<file path="src/rtl/qdiv_seq.sv">
// qdiv_seq: sequential sign-magnitude Q-format divider.
// The magnitude is found by restoring division, one quotient bit per cycle.
//
// Ports
//   clk          in   rising-edge clock
//   rst_n        in   synchronous active-low reset
//   start        in   request a division; honoured only when idle and not busy
//   dividend     in   N-bit sign-magnitude numerator, captured on accepted start
//   divisor      in   N-bit sign-magnitude denominator, captured on accepted start
//   quotient     out  N-bit sign-magnitude result, held until the next result
//   busy         out  operation in flight, including the done cycle
//   done         out  one-cycle pulse: quotient and flags are valid
//   overflow     out  result magnitude saturated
//   div_by_zero  out  divisor magnitude was zero
//
// The FSM outputs busy and done are registered from the state. They therefore lag it
// by one cycle. done rises the cycle after the state leaves DONE. Because of that lag,
// a start is accepted only when the state is IDLE and busy is low. This also rejects a
// start in the done cycle.
module qdiv_seq #(
  parameter int unsigned Q = 15,
  parameter int unsigned N = 32
) (
  input  logic         clk,
  input  logic         rst_n,
  input  logic         start,
  input  logic [N-1:0] dividend,
  input  logic [N-1:0] divisor,
  output logic [N-1:0] quotient,
  output logic         busy,
  output logic         done,
  output logic         overflow,
  output logic         div_by_zero
);

  localparam int unsigned MagW = N - 1;
  localparam int unsigned NumW = MagW + Q;
  localparam int unsigned CntW = $clog2(NumW);

  typedef enum logic [1:0] {StIdle, StCalc, StDone} state_e;

  state_e            state_q, state_d;
  logic [CntW-1:0]   cnt_q, cnt_d;
  logic [MagW-1:0]   rem_q, rem_d;
  // The numerator shifts out at the top as quotient bits shift in at the bottom.
  logic [NumW-1:0]   num_q, num_d;
  logic [MagW-1:0]   den_q, den_d;
  logic              sgn_q, sgn_d;
  logic [N-1:0]      quotient_q, quotient_d;
  logic              ovf_q, ovf_d;
  logic              dbz_q, dbz_d;
  logic              busy_q, busy_d;
  logic              done_q, done_d;

  logic [MagW:0]     rem_shift;
  logic [MagW:0]     diff;
  logic              qbit;
  logic              sat;
  logic [MagW-1:0]   mag;

  always_comb begin
    state_d    = state_q;
    cnt_d      = cnt_q;
    rem_d      = rem_q;
    num_d      = num_q;
    den_d      = den_q;
    sgn_d      = sgn_q;
    quotient_d = quotient_q;
    ovf_d      = ovf_q;
    dbz_d      = dbz_q;
    busy_d     = (state_q != StIdle);
    done_d     = (state_q == StDone);
    rem_shift  = '0;
    diff       = '0;
    qbit       = 1'b0;
    sat        = 1'b0;
    mag        = '0;

    unique case (state_q)
      StIdle: begin
        if (start && !busy_q) begin
          num_d = {dividend[MagW-1:0], {Q{1'b0}}};
          den_d = divisor[MagW-1:0];
          sgn_d = dividend[N-1] ^ divisor[N-1];
          rem_d = '0;
          cnt_d = '0;
          ovf_d = 1'b0;
          dbz_d = 1'b0;
          if (divisor[MagW-1:0] == '0) begin
            dbz_d      = 1'b1;
            quotient_d = {dividend[N-1], {MagW{1'b1}}};
            state_d    = StDone;
          end else begin
            state_d = StCalc;
          end
        end
      end
      StCalc: begin
        rem_shift = {rem_q, num_q[NumW-1]};
        if (rem_shift >= {1'b0, den_q}) begin
          diff  = rem_shift - {1'b0, den_q};
          rem_d = diff[MagW-1:0];
          qbit  = 1'b1;
        end else begin
          rem_d = rem_shift[MagW-1:0];
        end
        num_d = {num_q[NumW-2:0], qbit};
        cnt_d = cnt_q + 1'b1;
        if (cnt_q == CntW'(NumW - 1)) begin
          // Any raw quotient bit at or above the sign position means saturation.
          sat        = |num_d[NumW-1:MagW];
          mag        = sat ? {MagW{1'b1}} : num_d[MagW-1:0];
          quotient_d = {sgn_q & (mag != '0), mag};
          ovf_d      = sat;
          state_d    = StDone;
        end
      end
      StDone: begin
        state_d = StIdle;
      end
      default: begin
        state_d = StIdle;
      end
    endcase
  end

  always_ff @(posedge clk) begin
    if (!rst_n) begin
      state_q    <= StIdle;
      cnt_q      <= '0;
      rem_q      <= '0;
      num_q      <= '0;
      den_q      <= '0;
      sgn_q      <= 1'b0;
      quotient_q <= '0;
      ovf_q      <= 1'b0;
      dbz_q      <= 1'b0;
      busy_q     <= 1'b0;
      done_q     <= 1'b0;
    end else begin
      state_q    <= state_d;
      cnt_q      <= cnt_d;
      rem_q      <= rem_d;
      num_q      <= num_d;
      den_q      <= den_d;
      sgn_q      <= sgn_d;
      quotient_q <= quotient_d;
      ovf_q      <= ovf_d;
      dbz_q      <= dbz_d;
      busy_q     <= busy_d;
      done_q     <= done_d;
    end
  end

  assign quotient    = quotient_q;
  assign overflow    = ovf_q;
  assign div_by_zero = dbz_q;
  assign busy        = busy_q;
  assign done        = done_q;

endmodule

</file>
<file path="config.mk">
export PLATFORM = sky130hd
export DESIGN_NAME = qdiv_seq
export DESIGN_NICKNAME = d
export VERILOG_FILES = /design/src/rtl/qdiv_seq.sv
export SDC_FILE = /design/constraint.sdc
export NUM_CORES = 1
export LEC_CHECK = 0
export CORE_AREA = 4 4 139 141
export DETAILED_ROUTE_END_ITERATION = 8
export DIE_AREA = 0 0 143 145
export DONT_BUFFER_PORTS = 1
export MAX_ROUTING_LAYER = met4
export PLACE_DENSITY = 0.63
export SKIP_CTS_REPAIR_TIMING = 1
export SLEW_MARGIN = 20
export SYNTH_ARGS = -nofsm -noshare
export SYNTH_HDL_FRONTEND = slang
export SYNTH_SLANG_ARGS = --single-unit
</file>
<file path="constraint.sdc">
create_clock -name clk -period 7.32 [get_ports clk]
set_input_delay 1.098 -clock clk [delete_from_list [all_inputs] [get_ports clk]]
set_output_delay 1.098 -clock clk [all_outputs]
set_load 0.1 [all_outputs]
</file>
==> impl_metrics.csv, run 1 <==
group,metric,value,unit
run_status,run_status,"completed",
hold_path,worstHoldStart,"den_q[3]$_SDFFE_PN0P_",
synthesis,synth_flop_cell,"dfxtp_1",
finish,multi_input_comb_area,4530,um^2
finish,fillCellCount,1782,
global_routing,grt_pass1_vias,6359,
synthesis,synth.avg_cell_area,8.30,um^2
route,drt_iter0_drc,606,
floorplan,fp.coreArea,18000,um^2
placement,sum_of_net_half_perimeters_after_detailed_placement,13.7,mm
critical_path,cp_data_required_time,7660,ps
timing,tightest_slew,1100,ps
synthesis,postSynthCellCount,962,
clocking,clk-insertion-delay-late,420,ps
power_and_ir_drop,design_power_total,3.92,mW
synthesis,yosys_warnings,0,
timing,fin_skew,11.4,ps
route,num_vias,6757,
finish,stdcell_area,8650,um^2
placement,placement.cell_area,8060,um^2
finish,final_cells,1163,
critical_path,cp_data_arrival_time,3490,ps
critical_path,end_kind,"flop",
finish,area_growth,8.32,%
synthesis,synth_cell_types,63,
hold_path,hold_path_class,"flop to flop",
critical_path,criticalPathCategory,"flop to flop",
critical_path,startpoint_type,"flop",
timing,finalMaxSlewViolations,0,
placement,port_buffers,0,
global_routing,globalRouteMet1Util,0.277,
placement,place.detailed.instances,1131,
finish,antennaDiodeCount,0,
synthesis,postSynth.asyncResetShare,0,
floorplan,start_util,0.445,
global_routing,overflow,0,
critical_path,worst_path_max_delay_cell,"or4_1",
clocking,number_of_clock_buffers_inserted_by_tritoncts,17,
synthesis,synth_sequential_area_ratio,0.383,
route,ant_nets,0,
route,routed_wl,20.2,mm
critical_path,max_stage_delay,540,ps
power_and_ir_drop,cellLeakagePower,3.58,nW
critical_path,startpoint,"num_q[45]$_SDFFE_PN0P_",
floorplan,die_height,145,um
timing,final_min_period_over_clock_period,0.429,
floorplan,floorplan.die.width,143,um
global_routing,grtUsageTotal,0.199,
global_routing,antenna_found_initial,0,
placement,gpl.final_weighted_congestion,0.880,
timing,hold_violations,0,
global_routing,gr-usage-met3,0.0441,
power_and_ir_drop,total_power_per_unit_cell_area,453,nW/um^2
synthesis,syn_area,7990,um^2
route,drc,0,
timing,slew-limit-headroom,0.263,
finish,layout_cell_share_with_drive_strength_beyond_1,0.0899,
clocking,h-tree-depth,4,
synthesis,synth.net_count,1063,
timing,setup_viol_count_final,0,
route,drtPass1Iterations,4,
timing,rsz0062_at_grt,"false",
timing,tns,0,ps
job,drv.max_cap_violation_count,0,
floorplan,ioPinCount,103,
power_and_ir_drop,ir_worst_vdd,0.279,mV
clocking,tritoncts_num_sinks,153,
floorplan,core.rowCount,49,
route,drt-wirelength-per-cell,17.3,um
global_routing,met2_usage,0.293,
synthesis,postSynthRegisterBits,153,
clocking,clock-root-buffer,"clkbuf_16",
route,avgViaCountPerCell,5.81,
clocking,cts_max_path_buffers,2,
finish,sequential_cell_area,3060,um^2
clocking,cts_tree,"done",
critical_path,r2r_start,"num_q[45]$_SDFFE_PN0P_",
critical_path,cells_traversed_along_the_worst_timing_path,"inv_1 > ha_1 > fa_1 > nand2b_1 > a21oi_1 > o211ai_2 > a21oi_2 > o21ai_2 > and2_4 > or4_1 > o221ai_2",
finish,nets,1022,
global_routing,grt_first_pass_wirelength,33.1,mm
global_routing,grt_max_degree,122,
critical_path,reg2reg_setup_slack,4180,ps
timing,achievable-frequency,318,MHz
finish,finalCoreUtilization,0.482,
critical_path,crit_path_max_fanout,21,
clocking,worst_setup_hold_path_clk_slew,70,ps
global_routing,top_usage_layer,"met2",
floorplan,design.die.area,20700,um^2
timing,fin_crit,3140,ps
synthesis,number_of_enable_flip_flop_cells_after_synthesis,0,
[where the power goes]
group	leakage [nW]	switching (mW)	internal, mW
registers	1.25	0.273	0.961
logic	2.05	1.09	0.717
clock network	0.289	0.372	0.512
[placed cells by master, fill, tap and decap left out, types with 14 or more instances in the layout]
cell type  instances
ha_1              33
o211a_1           32
nand3_1           62
nor2_1            31
nand2_1          195
o21ai_0           23
nor4_1            17
a21boi_0          48
o221a_2           30
clkbuf_16         17
mux2i_1           14
o21ai_1           28
dfxtp_1          153
xnor2_1           15
inv_1             37
a21oi_1           32
[cell usage after synthesis (14+ instances only)]
library cell / number / area (um^2)
a21boi_0: 48 / 360
a21oi_1: 32 / 160
clkbuf_1: 51 / 191
dfxtp_1: 153 / 3060
ha_1: 33 / 413
inv_1: 37 / 139
mux2i_1: 14 / 140
nand2_1: 195 / 732
nand3_1: 62 / 310
nor2_1: 33 / 124
nor4_1: 17 / 106
o211a_1: 32 / 320
o21ai_0: 23 / 115
o21ai_1: 28 / 140
o221a_2: 30 / 338
xnor2_1: 15 / 131
[critical path, delay by kind of cell, from the launching register on]
| kind | cells | cell delay (ps) |
|---|---|---|
| AOI/OAI and AO/OA | 5 | 1030 |
| and+or+nand+nor | 3 | 1030 |
| buffers and inverters | 1 | 60 |
| DFF | 1 | 330 |
| adders and majority gates | 2 | 610 |
[per-layer routing]
metal	vias to the layer above	share of wire
met2	150	0.44
met4	0	0.018
met1	3212	0.48
li1	3369	-
met3	26	0.057
met5	-	0
[kinds of logic after synthesis]
| logic type | count (synthesis) | share of synthesized area |
|---|---|---|
| fa+ha+maj | 34 | 0.0542 |
| mux | 15 | 0.0190 |
| buf+inv | 103 | 0.0518 |
| xor+xnor | 26 | 0.0285 |
| compound gates | 268 | 0.257 |
| simple gates | 363 | 0.206 |
| flops | 153 | 0.383 |
[worst paths after layout]
check,endpoint,cells after the start
hold / removal,den_q[3]$_SDFFE_PN0P_,2
setup reg to reg,rem_q[29]$_SDFFE_PN0P_,11
setup / recovery,rem_q[29]$_SDFFE_PN0P_,11
hold reg to reg,den_q[3]$_SDFFE_PN0P_,2
[sequential cells by signal, indices dropped and copies added (netlist names)]
signal       count
num_q           46
den_q           31
quotient        32
sgn_q            1
rem_q           31
done             1
div_by_zero      1
cnt_q            6
state_q          2
overflow         1
busy             1
[area by class of cell]
cell class	instances	share of cell area
multi-input cells	706	0.523
flip-flops and latches	153	0.354
clock buffers	18	0.0496
well taps	229	0.0331
clock inverters	14	0.0187
inverters	37	0.0161
repair buffers	6	0.00521
[per-stage QoR]
| step | hold WS (ps) | worst slack [ps] |
|---|---|---|
| floorplan | 441 | 4740 |
| global placement | 452 | 4300 |
| detailed placement | 457 | 4210 |
| CTS | 466 | 4180 |
| global route | 481 | 3980 |
| finish | 462 | 4180 |
Note: power is estimated with default switching activity, not from simulation.
==> run 2, diff against run 1 <==
clock period = 3 ns   (was 7.32 ns; I/O delays follow)
==> impl_metrics.csv, run 2 (synthesis gave the netlist of run 1 again) <==
group,metric,value,unit
critical_path,startpoint,"num_q[45]$_SDFFE_PN0P_",
finish,final_cell_mix,"nand2_1 (195), dfxtp_1 (153), nand3_1 (62)",
job,drv.max_cap_violation_count,0,
floorplan,ioPinCount,103,
floorplan,core.rowCount,49,
timing,hold_violations,0,
route,drt_iter0_drc,471,
timing,finalMaxSlewViolations,0,
global_routing,grt_pass1_vias,6542,
global_routing,grt_first_pass_wirelength,33.3,mm
power_and_ir_drop,total_power_per_unit_cell_area,1120,nW/um^2
finish,largest_register,"num_q",
timing,final_min_period_over_clock_period,0.940,
hold_path,worstHoldStart,"divisor[23]",
critical_path,end_kind,"flop",
route,num_vias,6813,
clocking,h-tree-depth,4,
placement,gpl.final_weighted_congestion,0.912,
power_and_ir_drop,power_switching,4.27,mW
power_and_ir_drop,cellLeakagePower,3.61,nW
power_and_ir_drop,power_frac_clock,0.216,
placement,placement.cell_area,8150,um^2
critical_path,reg2reg_setup_slack,180,ps
floorplan,die_height,145,um
finish,antennaDiodeCount,0,
power_and_ir_drop,seq_pwr_share,0.307,
timing,tightest_slew,1020,ps
global_routing,grtUsageTotal,0.201,
critical_path,crit_path_end,"rem_q[29]$_SDFFE_PN0P_",
global_routing,grt_max_degree,122,
timing,achievable-frequency,355,MHz
floorplan,floorplan.die.width,143,um
timing,slew-limit-headroom,0.321,
placement,port_buffers,0,
route,drtPass1Iterations,5,
floorplan,fp.coreArea,18000,um^2
clocking,tritoncts_num_sinks,153,
floorplan,start_util,0.445,
critical_path,startpoint_type,"flop",
route,drt-wirelength-per-cell,17.5,um
timing,fin_skew,9.36,ps
clocking,clock-root-buffer,"clkbuf_16",
clocking,clk-insertion-delay-late,420,ps
critical_path,r2r_start,"num_q[45]$_SDFFE_PN0P_",
finish,nets,1032,
clocking,cts_tree,"done",
placement,preCtsSetupSlack,200,ps
clocking,number_of_clock_buffers_inserted_by_tritoncts,17,
clocking,cts_max_path_buffers,2,
timing,timing.hold.ws,169,ps
critical_path,crit-reg2reg-capture,"rem_q[29]$_SDFFE_PN0P_",
power_and_ir_drop,internal_power,5.46,mW
route,ant_nets,0,
critical_path,cp_data_required_time,3350,ps
finish,stdcell_area,8730,um^2
hold_path,hold_path_class,"primary input to flop",
power_and_ir_drop,ir_worst_vdd,0.663,mV
route,drc,0,
placement,sum_of_net_half_perimeters_after_detailed_placement,14.1,mm
finish,layout_cell_share_with_drive_strength_beyond_1,0.101,
timing,setup_viol_count_final,0,
floorplan,design.die.area,20700,um^2
global_routing,overflow,0,
timing,fin_ws,181,ps
power_and_ir_drop,fraction_of_power_spent_switching_nets,0.439,
finish,layout.cells.most_common,"nand2_1",
critical_path,worst-r2r-cell-count,11,
critical_path,crit_path_max_fanout,10,
finish,area_growth,9.30,%
route,routed_wl,20.5,mm
clocking,worst_setup_hold_path_clk_slew,60,ps
timing,fin_crit,2820,ps
power_and_ir_drop,comb_power_share,0.477,
timing,rsz0062_at_grt,"false",
critical_path,criticalPathCategory,"flop to flop",
run_status,run_status,"completed",
timing,tns,0,ps
critical_path,cp_data_arrival_time,3170,ps
finish,largest_register_ffs,46,
route,avgViaCountPerCell,5.81,
global_routing,antenna_found_initial,0,
==> run 2: cell count changes in the layout (fill, tap and decap cells not counted), sizes merged <==
cell	change
bufinv	-1
buf	+10
clkbuf	+1
clkinv	-3
clkinvlp	+3
==> run 2: power groups by stage <==
stage / Clock [mW] / Sequential (mW) / Combinational (mW)
CTS: 2.14 / 2.99 / 4.61
global placement: 0 / 3.03 / 4.58
detailed placement: 0 / 3.03 / 4.59
floorplan: 0 / 2.96 / 3.63
global route: 2.23 / 3.03 / 5.11
finish: 2.10 / 2.99 / 4.64
==> run 2: metrics by stage <==
stage,std cells,total power [mW],util
finish,1173,9.74,0.486
CTS,1173,9.74,0.486
global placement,1141,7.61,0.454
floorplan,962,6.59,-
detailed placement,1141,7.62,0.454
global route,1173,10.4,0.486
==> run 2: worst min-delay path by stage <==
stage | endpoint | cells past startpoint
2_1_floorplan | rem_q[8]$_SDFFE_PN0P_ | 2
3_3_place_gp | den_q[28]$_SDFFE_PN0P_ | 2
3_5_place_dp | den_q[30]$_SDFFE_PN0P_ | 2
4_1_cts | den_q[23]$_SDFFE_PN0P_ | 2
5_1_grt | den_q[14]$_SDFFE_PN0P_ | 2
6_report | den_q[23]$_SDFFE_PN0P_ | 2
==> run 2: layout make-up <==
class | instances | area [um^2]
fillers | 1747 | 9230
multi-input cells | 706 | 4530
flip-flops and latches | 153 | 3060
clock buffers | 19 | 443
well taps | 229 | 287
inverters | 37 | 139
clock inverters | 13 | 135
repair buffers | 16 | 133
==> run 2: worst max-delay path, stage by stage, from the launching register on <==
cell and delay (ps):
dfxtp_1 330, inv_1 60, ha_1 220, fa_1 390, nand2b_1 190, a21oi_1 210, o211ai_2 160, a21oi_2 190
o21ai_2 140, and2_4 210, or4_1 520, o221ai_2 130
==> run 2: routing by layer <==
metal,up-vias,global-route usage,wire length [um]
met5,-,-,0
met4,0,0.0594,362
met3,24,0.0487,1050
li1,3398,-,-
met2,134,0.298,9140
met1,3257,0.272,9930
